--- src/rtl/dm_arbiter_if.sv ---
// dm_arbiter_if: bundle of requester and Data_Memory signals around dm_arbiter.
//   slave  : arbiter side (sees requests and dm_rdata, drives grants, strobes and memory controls)
//   master : requester/memory side (the mirror image)
interface dm_arbiter_if #(
  parameter int ADDR_W = 8,
  parameter int DATA_W = 8
);
  logic              cpu_req, cpu_we, cpu_gnt, cpu_rvalid;
  logic [ADDR_W-1:0] cpu_addr;
  logic [DATA_W-1:0] cpu_wdata;
  logic              dbg_req, dbg_we, dbg_gnt, dbg_rvalid;
  logic [ADDR_W-1:0] dbg_addr;
  logic [DATA_W-1:0] dbg_wdata;
  logic [DATA_W-1:0] rd_data;
  logic [ADDR_W-1:0] dm_addr;
  logic [DATA_W-1:0] dm_wdata, dm_rdata;
  logic              en_DM_rd, en_DM_wr;
  modport slave (
    input  cpu_req, cpu_we, cpu_addr, cpu_wdata,
    input  dbg_req, dbg_we, dbg_addr, dbg_wdata, dm_rdata,
    output cpu_gnt, cpu_rvalid, dbg_gnt, dbg_rvalid,
    output rd_data, dm_addr, dm_wdata, en_DM_rd, en_DM_wr
  );
  modport master (
    output cpu_req, cpu_we, cpu_addr, cpu_wdata,
    output dbg_req, dbg_we, dbg_addr, dbg_wdata, dm_rdata,
    input  cpu_gnt, cpu_rvalid, dbg_gnt, dbg_rvalid,
    input  rd_data, dm_addr, dm_wdata, en_DM_rd, en_DM_wr
  );
endinterface

--- src/rtl/dm_arbiter.sv ---
// dm_arbiter: shares one Data_Memory port between a CPU and a debug/loader requester.
//   clk, rst : single clock, synchronous active-high reset
//   bus      : dm_arbiter_if.slave -- cpu_*/dbg_* request/grant/rvalid, shared rd_data,
//              dm_addr/dm_wdata/en_DM_rd/en_DM_wr to memory, dm_rdata from memory
//   Macro DM_ARB_RR_EN selects round-robin arbitration; undefined gives fixed dbg-over-cpu priority.
module dm_arbiter #(
  parameter int ADDR_W = 8,
  parameter int DATA_W = 8
) (
  input logic          clk,
  input logic          rst,
  dm_arbiter_if.slave  bus
);
  typedef enum logic [1:0] {IDLE, ACCESS, RESP} state_t;
  state_t            state, state_n;
  logic              owner, owner_n;
  logic              pick_dbg;
  logic              cpu_gnt_n, dbg_gnt_n, cpu_rv_n, dbg_rv_n, rd_en_n, wr_en_n;
  logic [ADDR_W-1:0] addr_n;
  logic [DATA_W-1:0] wdata_n, rd_data_n;
`ifdef DM_ARB_RR_EN
  // last_dbg = 1 when the most recent grant went to dbg; cleared so dbg wins first after reset
  logic last_dbg;
  always_ff @(posedge clk)
    if (rst) last_dbg <= 1'b0;
    else if (state == IDLE && (bus.cpu_req || bus.dbg_req)) last_dbg <= pick_dbg;
  assign pick_dbg = bus.dbg_req && !(bus.cpu_req && last_dbg);
`else
  assign pick_dbg = bus.dbg_req;
`endif
  always_comb begin
    state_n   = state;
    owner_n   = owner;
    cpu_gnt_n = 1'b0;
    dbg_gnt_n = 1'b0;
    cpu_rv_n  = 1'b0;
    dbg_rv_n  = 1'b0;
    rd_en_n   = 1'b0;
    wr_en_n   = 1'b0;
    addr_n    = bus.dm_addr;
    wdata_n   = bus.dm_wdata;
    rd_data_n = bus.rd_data;
    case (state)
      IDLE: if (bus.cpu_req || bus.dbg_req) begin
        state_n   = ACCESS;
        owner_n   = pick_dbg;
        dbg_gnt_n = pick_dbg;
        cpu_gnt_n = !pick_dbg;
        wr_en_n   = pick_dbg ? bus.dbg_we : bus.cpu_we;
        rd_en_n   = !wr_en_n;
        addr_n    = pick_dbg ? bus.dbg_addr : bus.cpu_addr;
        wdata_n   = pick_dbg ? bus.dbg_wdata : bus.cpu_wdata;
      end
      // the registered write enable still holds the latched access type here
      ACCESS: state_n = bus.en_DM_wr ? IDLE : RESP;
      RESP: begin
        state_n   = IDLE;
        rd_data_n = bus.dm_rdata;
        dbg_rv_n  = owner;
        cpu_rv_n  = !owner;
      end
      default: state_n = IDLE;
    endcase
  end
  always_ff @(posedge clk)
    if (rst) begin
      state          <= IDLE;
      owner          <= 1'b0;
      bus.cpu_gnt    <= 1'b0;
      bus.dbg_gnt    <= 1'b0;
      bus.cpu_rvalid <= 1'b0;
      bus.dbg_rvalid <= 1'b0;
      bus.en_DM_rd   <= 1'b0;
      bus.en_DM_wr   <= 1'b0;
      bus.dm_addr    <= '0;
      bus.dm_wdata   <= '0;
      bus.rd_data    <= '0;
    end else begin
      state          <= state_n;
      owner          <= owner_n;
      bus.cpu_gnt    <= cpu_gnt_n;
      bus.dbg_gnt    <= dbg_gnt_n;
      bus.cpu_rvalid <= cpu_rv_n;
      bus.dbg_rvalid <= dbg_rv_n;
      bus.en_DM_rd   <= rd_en_n;
      bus.en_DM_wr   <= wr_en_n;
      bus.dm_addr    <= addr_n;
      bus.dm_wdata   <= wdata_n;
      bus.rd_data    <= rd_data_n;
    end
endmodule

--- src/flat_wrapper.sv ---
// flat-port wrapper written by rule: the top's interface ports become plain ports
module dm_arbiter_flat 
#(
  parameter int ADDR_W = 8,
  parameter int DATA_W = 8
)
  (clk, rst, bus_cpu_req, bus_cpu_we, bus_cpu_addr, bus_cpu_wdata, bus_dbg_req, bus_dbg_we, bus_dbg_addr, bus_dbg_wdata, bus_dm_rdata, bus_cpu_gnt, bus_cpu_rvalid, bus_dbg_gnt, bus_dbg_rvalid, bus_rd_data, bus_dm_addr, bus_dm_wdata, bus_en_DM_rd, bus_en_DM_wr);
  dm_arbiter_if #(.ADDR_W(ADDR_W), .DATA_W(DATA_W)) bus_i ();
  input logic clk;
  input logic rst;
  input wire logic [$bits(bus_i.cpu_req)-1:0] bus_cpu_req;
  input wire logic [$bits(bus_i.cpu_we)-1:0] bus_cpu_we;
  input wire logic [$bits(bus_i.cpu_addr)-1:0] bus_cpu_addr;
  input wire logic [$bits(bus_i.cpu_wdata)-1:0] bus_cpu_wdata;
  input wire logic [$bits(bus_i.dbg_req)-1:0] bus_dbg_req;
  input wire logic [$bits(bus_i.dbg_we)-1:0] bus_dbg_we;
  input wire logic [$bits(bus_i.dbg_addr)-1:0] bus_dbg_addr;
  input wire logic [$bits(bus_i.dbg_wdata)-1:0] bus_dbg_wdata;
  input wire logic [$bits(bus_i.dm_rdata)-1:0] bus_dm_rdata;
  output wire logic [$bits(bus_i.cpu_gnt)-1:0] bus_cpu_gnt;
  output wire logic [$bits(bus_i.cpu_rvalid)-1:0] bus_cpu_rvalid;
  output wire logic [$bits(bus_i.dbg_gnt)-1:0] bus_dbg_gnt;
  output wire logic [$bits(bus_i.dbg_rvalid)-1:0] bus_dbg_rvalid;
  output wire logic [$bits(bus_i.rd_data)-1:0] bus_rd_data;
  output wire logic [$bits(bus_i.dm_addr)-1:0] bus_dm_addr;
  output wire logic [$bits(bus_i.dm_wdata)-1:0] bus_dm_wdata;
  output wire logic [$bits(bus_i.en_DM_rd)-1:0] bus_en_DM_rd;
  output wire logic [$bits(bus_i.en_DM_wr)-1:0] bus_en_DM_wr;
  assign bus_i.cpu_req = bus_cpu_req;
  assign bus_i.cpu_we = bus_cpu_we;
  assign bus_i.cpu_addr = bus_cpu_addr;
  assign bus_i.cpu_wdata = bus_cpu_wdata;
  assign bus_i.dbg_req = bus_dbg_req;
  assign bus_i.dbg_we = bus_dbg_we;
  assign bus_i.dbg_addr = bus_dbg_addr;
  assign bus_i.dbg_wdata = bus_dbg_wdata;
  assign bus_i.dm_rdata = bus_dm_rdata;
  assign bus_cpu_gnt = bus_i.cpu_gnt;
  assign bus_cpu_rvalid = bus_i.cpu_rvalid;
  assign bus_dbg_gnt = bus_i.dbg_gnt;
  assign bus_dbg_rvalid = bus_i.dbg_rvalid;
  assign bus_rd_data = bus_i.rd_data;
  assign bus_dm_addr = bus_i.dm_addr;
  assign bus_dm_wdata = bus_i.dm_wdata;
  assign bus_en_DM_rd = bus_i.en_DM_rd;
  assign bus_en_DM_wr = bus_i.en_DM_wr;
  dm_arbiter #(.ADDR_W(ADDR_W), .DATA_W(DATA_W)) u_core (.clk(clk), .rst(rst), .bus(bus_i));
endmodule
--- config.mk ---
export PLATFORM = sky130hd
export DESIGN_NAME = dm_arbiter_flat
export DESIGN_NICKNAME = d
export VERILOG_FILES = /design/src/rtl/dm_arbiter_if.sv /design/src/rtl/dm_arbiter.sv /design/src/flat_wrapper.sv
export SDC_FILE = /design/constraint.sdc
export NUM_CORES = 1
export LEC_CHECK = 0
export BUFFER_PORTS_ARGS = -buffer_cell sky130_fd_sc_hd__buf_2
export CAP_MARGIN = 20
export CORE_ASPECT_RATIO = 0.75
export CORE_MARGIN = 3
export CORE_UTILIZATION = 41
export CTS_BUF_LIST = sky130_fd_sc_hd__clkbuf_2
export DETAILED_ROUTE_END_ITERATION = 16
export GPL_TIMING_DRIVEN = 0
export PLACE_DENSITY = 0.78
export SLEW_MARGIN = 40
export SYNTH_ARGS = -nofsm -noshare
export SYNTH_HDL_FRONTEND = slang
export SYNTH_SLANG_ARGS = --single-unit
--- constraint.sdc ---
create_clock -name clk -period 1.1 [get_ports clk]
set_input_delay 0.055 -clock clk [delete_from_list [all_inputs] [get_ports clk]]
set_output_delay 0.055 -clock clk [all_outputs]
set_load 0.01 [all_outputs]
==> results of run 1 <==
-- synthesized netlist by cell type --
cell / count / area (um^2)
a21oi_1: 25 / 125
and2_1: 2 / 12.5
buf_2: 1 / 5.00
buf_4: 2 / 15.0
buf_6: 2 / 22.5
clkbuf_1: 9 / 33.8
dfxtp_1: 33 / 661
inv_2: 1 / 3.75
mux2i_1: 17 / 170
nand2_1: 17 / 63.8
nand2b_1: 1 / 6.26
nor2_1: 3 / 11.3
nor2b_1: 1 / 6.26
nor3_1: 1 / 5.00
nor3b_1: 1 / 7.51
nor4b_1: 1 / 8.76
o21ai_0: 7 / 35.0
o21ai_1: 10 / 50.1
o21bai_2: 1 / 11.3
or3_1: 17 / 106
-- routing by layer --
metal / GRT usage (%) / vias to the layer above / share of wire, %
met5: 0 / - / 0
met1: 24.6 / 649 / 43
li1: - / 727 / -
met3: 7.94 / 8 / 8.1
met4: 5.53 / 0 / 1.6
met2: 32.2 / 58 / 47
-- metrics by stage --
step                      worst slack (ns)  cell area [um^2]  hold WS, ns  cells
after detailed placement            -0.140              1810        0.302    265
after global routing                -0.183              2100       0.0593    288
after global placement              -0.113              1810        0.301    265
after floorplan                    -0.0267              1390        0.191    152
final                               -0.141              2100       0.0778    288
after CTS                           -0.128              2050       0.0845    288
-- path summary, 6_finish.rpt --
path                        start                     to  slack (ns)
setup / recovery  u_core.state[0]  u_core.bus.dm_addr[1]       -0.14
hold / removal    bus_cpu_addr[5]  u_core.bus.dm_addr[5]        0.08
setup reg to reg  u_core.state[0]  u_core.bus.dm_addr[1]       -0.14
hold reg to reg      u_core.owner  u_core.bus.cpu_rvalid        0.45
-- logic make-up after synthesis --
group	share of synthesized area [%]
multiplexers	12.5
buffers and inverters	5.89
AND/OR/NAND/NOR	16.7
AO/OA/AOI/OAI	16.3
flip-flops	48.6
-- repair_timing --
item,CTS,global route
pin swaps,5,3
hold endpoints to repair,10,0
hold buffers,11,0
setup buffers,5,0
setup endpoints to repair,29,29
cloned,0,0
resized for setup,5,16
-- registers in the layout (all words and copies together), names as in the netlist --
| signal | flops |
|---|---|
| u_core.bus.dm_addr | 8 |
| u_core.bus.dm_wdata | 8 |
| u_core.bus.rd_data | 8 |
| u_core.state | 2 |
| u_core.bus.cpu_gnt | 1 |
| u_core.bus.cpu_rvalid | 1 |
| u_core.bus.dbg_gnt | 1 |
| u_core.bus.dbg_rvalid | 1 |
| u_core.bus.en_DM_rd | 1 |
| u_core.bus.en_DM_wr | 1 |
| u_core.owner | 1 |
-- power groups by stage --
stage / clock, uW / combinational (uW) / sequential, uW
2_1_floorplan: 0 / 256 / 1380
6_report: 787 / 618 / 1320
4_1_cts: 795 / 578 / 1320
3_3_place_gp: 0 / 496 / 1340
3_5_place_dp: 0 / 505 / 1340
5_1_grt: 859 / 678 / 1330
-- cell type report --
cell class / count / area (um^2)
fill: 269 / 958
multi-input combinational: 104 / 674
sequential: 33 / 663
timing repair buffer: 91 / 539
buffer: 13 / 113
tap: 38 / 47.5
clock inverter: 2 / 33.8
clock buffer: 6 / 30.0
inverter: 1 / 3.75
-- worst min-delay path, delay by kind of cell --
kind | cells | cell delay (ns)
AND/OR/NAND/NOR | 1 | 0.11
buffers and inverters | 1 | 0.09
AO/OA/AOI/OAI | 1 | 0.05
multiplexers | 1 | 0.10
==> results.yml, run 1 <==
clock_network:
  cts_max_path_buffers: 2
  cts_tree: "yes"
  clk_latency_ns: 0.36
  cts-root-buf: "clkbuf_2"
  cts.clk_slew.worst_paths_ns: 0.17
  numCtsBuffers: 5
  clock_sinks: 33
  htreeDepth: 2
die:
  coreArea_mm2: 0.00306
  rows: 17
  die_y_um: 55.9
  io_pins: 76
  die_w_um: 72.5
  start_util_pct: 44.4
  die_area_mm2: 0.00405
timing:
  finalSetupViolCount: 19
  fin_tns_setup_ns: -1.33
  skew_ns: 0.00719
  worst_slew_margin_rel_pct: 64.8
  maxSlewViolCount: 0
  rsz0062_at_grt: "true"
  period_needed_ns: 1.24
  min_period_over_period_pct: 113
  clock.fmax_mhz: 806
  setup_ws_ns: -0.141
  finalHoldViolCount: 0
  worst_pin_slew_ns: 0.528
detailed_routing:
  wirelength_um: 4020
  initialDrtViolationCount: 79
  drt_first_pass_iters: 4
  drt-wirelength-per-cell_um: 13.9
  drc: 0
  vias: 1442
  ant_nets: 0
  via_per_inst: 5.01
cells_and_area:
  antennaDiodeCount: 0
  final_cell_mix: "buf_2 (75), dfxtp_1 (31), a21oi_1 (19)"
  drive_above_1_share_pct: 44.8
  final_nets: 295
  layout_commonest_cell: "buf_2"
  utilization_pct: 68.7
  syn2layout_area_growth_pct: 54.7
global_route:
  antenna_found_initial: 0
  grt_max_degree: 11
  grt_pass1_vias: 1383
  grt_use_total_pct: 20.0
  grt-ovfl-total: 0
  grt_first_pass_wirelength_um: 6280
worst_setup_path:
  cp_num_buf_inv: 2
  cpPeakStageDelay_ns: 0.35
  path_class: "reg -> reg"
  start_kind: "register"
  r2r_cells: 5
  end_kind: "register"
  crit_chain: "o21bai_4 -> buf_6 -> buf_12 -> o21ai_0 -> a21oi_2"
  path_max_fanout: 6
  worst-path-stages: 5
  arrival_ns: 1.49
  cp_data_required_time_ns: 1.35
  cp_top_family: "compound AO/OA/AOI/OAI gates"
  cp_slowest_cell: "dfxtp_2"
power_and_ir_drop:
  switching_share_pct: 26.7
  power_density_mw_per_mm2: 1290
  p_int_uw: 2000
  combPwrFrac_pct: 22.7
  seq_power_share_pct: 48.4
  p_clk_share_pct: 28.9
  cellLeakagePower_uw: 0.00101
  peakVddDrop_uv: 759
  fin_total_pwr_uw: 2720
  p_switching_uw: 727
flow_run:
  maxCapViolCount: 0
placement:
  dp_hpwl_um: 2670
  port_buffers: 75
  gp_congestion: 0.807
status:
  violations: "negative setup slack"
  status: "complete, but fails checks"
yosys:
  synth_area_mm2: 0.00136
  syn_area_per_cell_um2: 8.95
  ys_warn_count: 0
  ys_seq_area_share_pct: 48.6
  synthCells: 152
  synth_nets: 198
  yosysUniqueCellTypes: 20
  ys_seq_elements: 33
worst_hold_path:
  hold_depth: 4
  hold_path_class: "in -> reg"
Power figures use the tool's default switching activity.
==> run 2, diff against run 1 <==
--- a/config.mk
+++ b/config.mk
@@ -14,7 +14,6 @@
 export DETAILED_ROUTE_END_ITERATION = 16
 export GPL_TIMING_DRIVEN = 0
 export PLACE_DENSITY = 0.78
-export SLEW_MARGIN = 40
 export SYNTH_ARGS = -nofsm -noshare
 export SYNTH_HDL_FRONTEND = slang
 export SYNTH_SLANG_ARGS = --single-unit
==> constraint.sdc (replaced) <==
create_clock -name clk -period 1.1 [get_ports clk]
set_input_delay 0.22 -clock clk [delete_from_list [all_inputs] [get_ports clk]]
set_output_delay 0.22 -clock clk [all_outputs]
set_load 0.01 [all_outputs]
==> run 2 against run 1 <==
The run still ends with negative setup slack left. Maximum frequency rose by 1.7%. Combinational power grew 2%. Flip-flop and latch count unchanged. Register-to-register slack improved by 0.02 ns. Sequential power about the same. Critical path type unchanged.
==> results.yml, run 2 (synthesis results as in run 1) <==
status:
  status: "complete, but fails checks"
  violations: "negative setup slack"
die:
  coreArea_mm2: 0.00306
  die_y_um: 55.9
  die_w_um: 72.5
  rows: 17
  start_util_pct: 44.4
  die_area_mm2: 0.00405
  io_pins: 76
detailed_routing:
  drt-wirelength-per-cell_um: 13.5
  drt_first_pass_iters: 6
  drc: 0
  ant_nets: 0
  via_per_inst: 4.96
  initialDrtViolationCount: 65
  wirelength_um: 3770
  vias: 1384
timing:
  maxSlewViolCount: 0
  worst_pin_slew_ns: 0.526
  skew_ns: 0.00531
  rsz0062_at_grt: "true"
  setup_ws_ns: -0.121
  finalHoldViolCount: 0
  clock.fmax_mhz: 819
  fin_tns_setup_ns: -1.55
  worst_slew_margin_rel_pct: 64.9
  min_period_over_period_pct: 111
  finalSetupViolCount: 20
  period_needed_ns: 1.22
clock_network:
  cts_tree: "yes"
  cts_max_path_buffers: 2
  numCtsBuffers: 5
  htreeDepth: 2
  clk_latency_ns: 0.34
  cts-root-buf: "clkbuf_2"
  clock_sinks: 33
  cts.clk_slew.worst_paths_ns: 0.16
power_and_ir_drop:
  power_density_mw_per_mm2: 1300
  peakVddDrop_uv: 604
  fin_total_pwr_uw: 2740
  cellLeakagePower_uw: 0.000997
worst_setup_path:
  end_kind: "register"
  arrival_ns: 1.52
  path_max_fanout: 10
  start_kind: "register"
  regToRegSetupSlack_ns: -0.12
  cp_data_required_time_ns: 1.39
  path_class: "reg -> reg"
global_route:
  grt_pass1_vias: 1303
  grt_max_degree: 11
  grt_use_total_pct: 18.3
  grt-ovfl-total: 0
  antenna_found_initial: 0
  grt_first_pass_wirelength_um: 5900
cells_and_area:
  drive_above_1_share_pct: 56.4
  reg_top3: "u_core.bus.dm_addr: 8 flops, u_core.bus.dm_wdata: 8 flops, u_core.bus.rd_data: 8 flops"
  final_cell_mix: "buf_2 (63), dfxtp_2 (23), a21oi_1 (19)"
  antennaDiodeCount: 0
  final_nets: 286
  final_cell_area_mm2: 0.00211
  layout_commonest_cell: "buf_2"
  syn2layout_area_growth_pct: 55.1
  fillCellCount: 265
placement:
  place_area_mm2: 0.00181
  dp_hpwl_um: 2670
  gp_congestion: 0.807
  port_buffers: 75
flow_run:
  maxCapViolCount: 0
worst_hold_path:
  hold_path_class: "in -> reg"
==> run 2: layer usage <==
metal	wire length (um)	global-route usage (%)	vias up	share of wire [%]
met5	0	0	-	0
met4	27	3.95	0	0.72
met3	328	6.14	4	8.7
met2	1740	29.2	56	46
met1	1680	24.0	618	44
li1	-	-	706	-
==> run 2: through the flow <==
step | setup slack (ns) | hold slack [ns] | util [%] | cells
floorplan | -0.0267 | 0.356 | - | 152
global placement | -0.189 | 0.404 | 59.2 | 265
detailed placement | -0.209 | 0.435 | 59.2 | 265
CTS | -0.128 | 0.0699 | 63.4 | 277
global route | -0.168 | 0.0614 | 68.9 | 279
finish | -0.121 | 0.0789 | 68.9 | 279
==> run 2: power by group <==
part | internal, uW | switching (uW)
Clock | 389 | 391
Combinational | 344 | 284
Sequential | 1290 | 46.0
==> run 2: area by class of cell <==
cell class	instances	area, um^2	share of cell area [%]
sequential	33	689	32.7
multi-input combinational	104	674	32.0
timing repair buffer	82	519	24.6
buffer	13	111	5.28
tap	38	47.5	2.25
clock inverter	2	33.8	1.60
clock buffer	6	30.0	1.42
inverter	1	3.75	0.178
==> run 2: timing repair <==
| item | in CTS | in global routing |
|---|---|---|
| endpoints found under the hold margin | 0 | 0 |
| setup buffers | 5 | 2 |
| pin swaps | 5 | 3 |
| endpoints found under the setup margin | 30 | 53 |
| hold buffers | 0 | 0 |
| gates resized for setup | 6 | 50 |
==> run 2: path summary, 6_finish.rpt <==
kind                                      start               endpoint  cells past startpoint
worst max-delay path            u_core.state[0]  u_core.bus.dm_addr[4]                      4
worst min-delay path            bus_dm_rdata[4]  u_core.bus.rd_data[4]                      3
worst max register to register  u_core.state[0]  u_core.bus.dm_addr[4]                      4
worst min register to register     u_core.owner  u_core.bus.cpu_rvalid                      1
==> run 2: worst max-delay path: stages (launching register included) <==
cell	delay (ns)
dfxtp_2	0.35
o21bai_4	0.19
buf_6	0.15
or3_4	0.36
a21oi_2	0.11
==> run 3, diff against run 2 <==
--- a/config.mk
+++ b/config.mk
@@ -9,11 +9,11 @@
 export CAP_MARGIN = 20
 export CORE_ASPECT_RATIO = 0.75
 export CORE_MARGIN = 3
-export CORE_UTILIZATION = 41
+export CORE_UTILIZATION = 49
 export CTS_BUF_LIST = sky130_fd_sc_hd__clkbuf_2
 export DETAILED_ROUTE_END_ITERATION = 16
 export GPL_TIMING_DRIVEN = 0
-export PLACE_DENSITY = 0.78
+export PLACE_DENSITY = 0.87
 export SYNTH_ARGS = -nofsm -noshare
 export SYNTH_HDL_FRONTEND = slang
 export SYNTH_SLANG_ARGS = --single-unit
==> constraint.sdc (replaced) <==
create_clock -name clk -period 1.5 [get_ports clk]
set_input_delay 0.3 -clock clk [delete_from_list [all_inputs] [get_ports clk]]
set_output_delay 0.3 -clock clk [all_outputs]
set_load 0.01 [all_outputs]
==> run 3 against run 2 <==
The run now ends clean. First-iteration DRC count grew 68%. Global-route usage rose by 2.4 points. Register-to-register slack gained 0.27 ns. Flip-flop and latch count unchanged. Die area shrank 15%. Sequential share of layout area rose by 3.7 points. Routed wire length is 11% lower. Clock power is 52% lower.
==> results.yml, run 3 (synthesis results as in run 1) <==
status:
  status: "complete, no violations"
die:
  io_pins: 76
  start_util_pct: 55.3
  coreArea_mm2: 0.00246
  die_y_um: 51.6
  die_w_um: 66.8
  rows: 15
  die_area_mm2: 0.00345
worst_setup_path:
  end_kind: "register"
  cp_data_required_time_ns: 1.79
  start_kind: "register"
  path_class: "reg -> reg"
  cp_slowest_cell: "or3_1"
  cpPeakStageDelay_ns: 0.39
  arrival_ns: 1.64
  crit_chain: "clkbuf_1 -> clkbuf_2 -> or3_1 -> a21oi_1"
  path_max_fanout: 10
placement:
  gp_congestion: 0.735
  port_buffers: 75
  dp_hpwl_um: 2620
  place_ws_ns: 0.0539
cells_and_area:
  syn2layout_area_growth_pct: 33.7
  reg_top3: "u_core.bus.dm_addr: 8 flops, u_core.bus.dm_wdata: 8 flops, u_core.bus.rd_data: 8 flops"
  drive_above_1_share_pct: 38.3
  final_nets: 280
  fillCellCount: 205
  antennaDiodeCount: 0
  final_cell_mix: "buf_2 (76), dfxtp_1 (33), a21oi_1 (25)"
  layout_commonest_cell: "buf_2"
flow_run:
  maxCapViolCount: 0
power_and_ir_drop:
  cellLeakagePower_uw: 0.000900
  peakVddDrop_uv: 587
  power_density_mw_per_mm2: 937
global_route:
  antenna_found_initial: 0
  grt_use_total_pct: 20.7
  grt_pass1_vias: 1253
  grt_first_pass_wirelength_um: 5460
  grt_max_degree: 11
  grt-ovfl-total: 0
detailed_routing:
  drc: 0
  ant_nets: 0
  wirelength_um: 3370
  vias: 1351
  drt_first_pass_iters: 4
  via_per_inst: 5.02
  initialDrtViolationCount: 109
  drt-wirelength-per-cell_um: 12.5
clock_network:
  clk_latency_ns: 0.36
  ctsHoldBuffers: 0
  cts_resized: 0
  htreeDepth: 2
  clock_sinks: 33
  cts.clk_slew.worst_paths_ns: 0.16
  cts_max_path_buffers: 2
  cts-root-buf: "clkbuf_2"
  post-cts-setup-buffers: 0
  cts_tree: "yes"
  numCtsBuffers: 5
timing:
  worst_pin_slew_ns: 0.469
  fin_tns_setup_ns: 0
  maxSlewViolCount: 0
  finalSetupViolCount: 0
  setup_ws_ns: 0.151
  rsz0062_at_grt: "false"
  finalHoldViolCount: 0
  min_period_over_period_pct: 89.9
  clock.fmax_mhz: 742
  period_needed_ns: 1.35
  skew_ns: 0.0141
  worst_slew_margin_rel_pct: 68.7
worst_hold_path:
  hold_path_class: "in -> reg"
run 3: cell types whose count changed in the layout (fill, tap and decap cells not counted), sizes merged:
cell    delta
buf        -8
bufinv     -1
clkbuf     +1
clkinv     +2
run 3: stage by stage:
| stage | std cells | hold WS (ns) | instance area, um^2 | utilization, % | power (uW) |
|---|---|---|---|---|---|
| CTS | 269 | 0.142 | 1820 | 73.8 | 1710 |
| global route | 269 | 0.110 | 1820 | 73.9 | 1800 |
| global placement | 261 | 0.405 | 1780 | 72.3 | 1330 |
| floorplan | 152 | 0.409 | 1360 | - | 1190 |
| detailed placement | 261 | 0.434 | 1780 | 72.3 | 1340 |
| finish | 269 | 0.157 | 1820 | 73.9 | 1700 |
run 3: area by class of cell:
type	count	area, um^2	area share (%)
well taps	34	42.5	2.34
repair buffers	75	375	20.6
flip-flops and latches	33	661	36.3
clock inverters	3	12.5	0.688
plain buffers	14	78.8	4.34
clock buffers	5	25.0	1.38
inverters	1	3.75	0.206
multi-input cells	104	619	34.1
run 3: worst paths after layout:
path,startpoint,endpoint,cells past startpoint,slack (ns)
min reg2reg,u_core.bus.en_DM_wr,u_core.state[1],1,0.45
max reg2reg,u_core.state[1],u_core.bus.dm_wdata[6],4,0.15
max,u_core.state[1],u_core.bus.dm_wdata[6],4,0.15
min,bus_dm_rdata[2],u_core.bus.rd_data[2],3,0.16
run 3: critical path: cells and delay by family (launching register included):
family | cells | cell delay (ns)
simple gates | 1 | 0.39
compound gates | 1 | 0.13
buf+inv | 2 | 0.42
flops | 1 | 0.35
run 3: layer usage:
| metal | vias to the layer above | wire, um | share of wire (%) | GRT usage, % |
|---|---|---|---|---|
| met5 | - | 0 | 0 | 0 |
| met4 | 0 | 26 | 0.77 | 6.08 |
| met2 | 50 | 1600 | 47 | 33.7 |
| met3 | 6 | 289 | 8.6 | 6.26 |
| met1 | 606 | 1460 | 43 | 26.5 |
| li1 | 689 | - | - | - |
run 3: power by group:
group          switching [uW]  internal [uW]  leakage, uW
registers                28.0            938     0.000271
clock network             276            102    0.0000278
logic                     186            173     0.000601
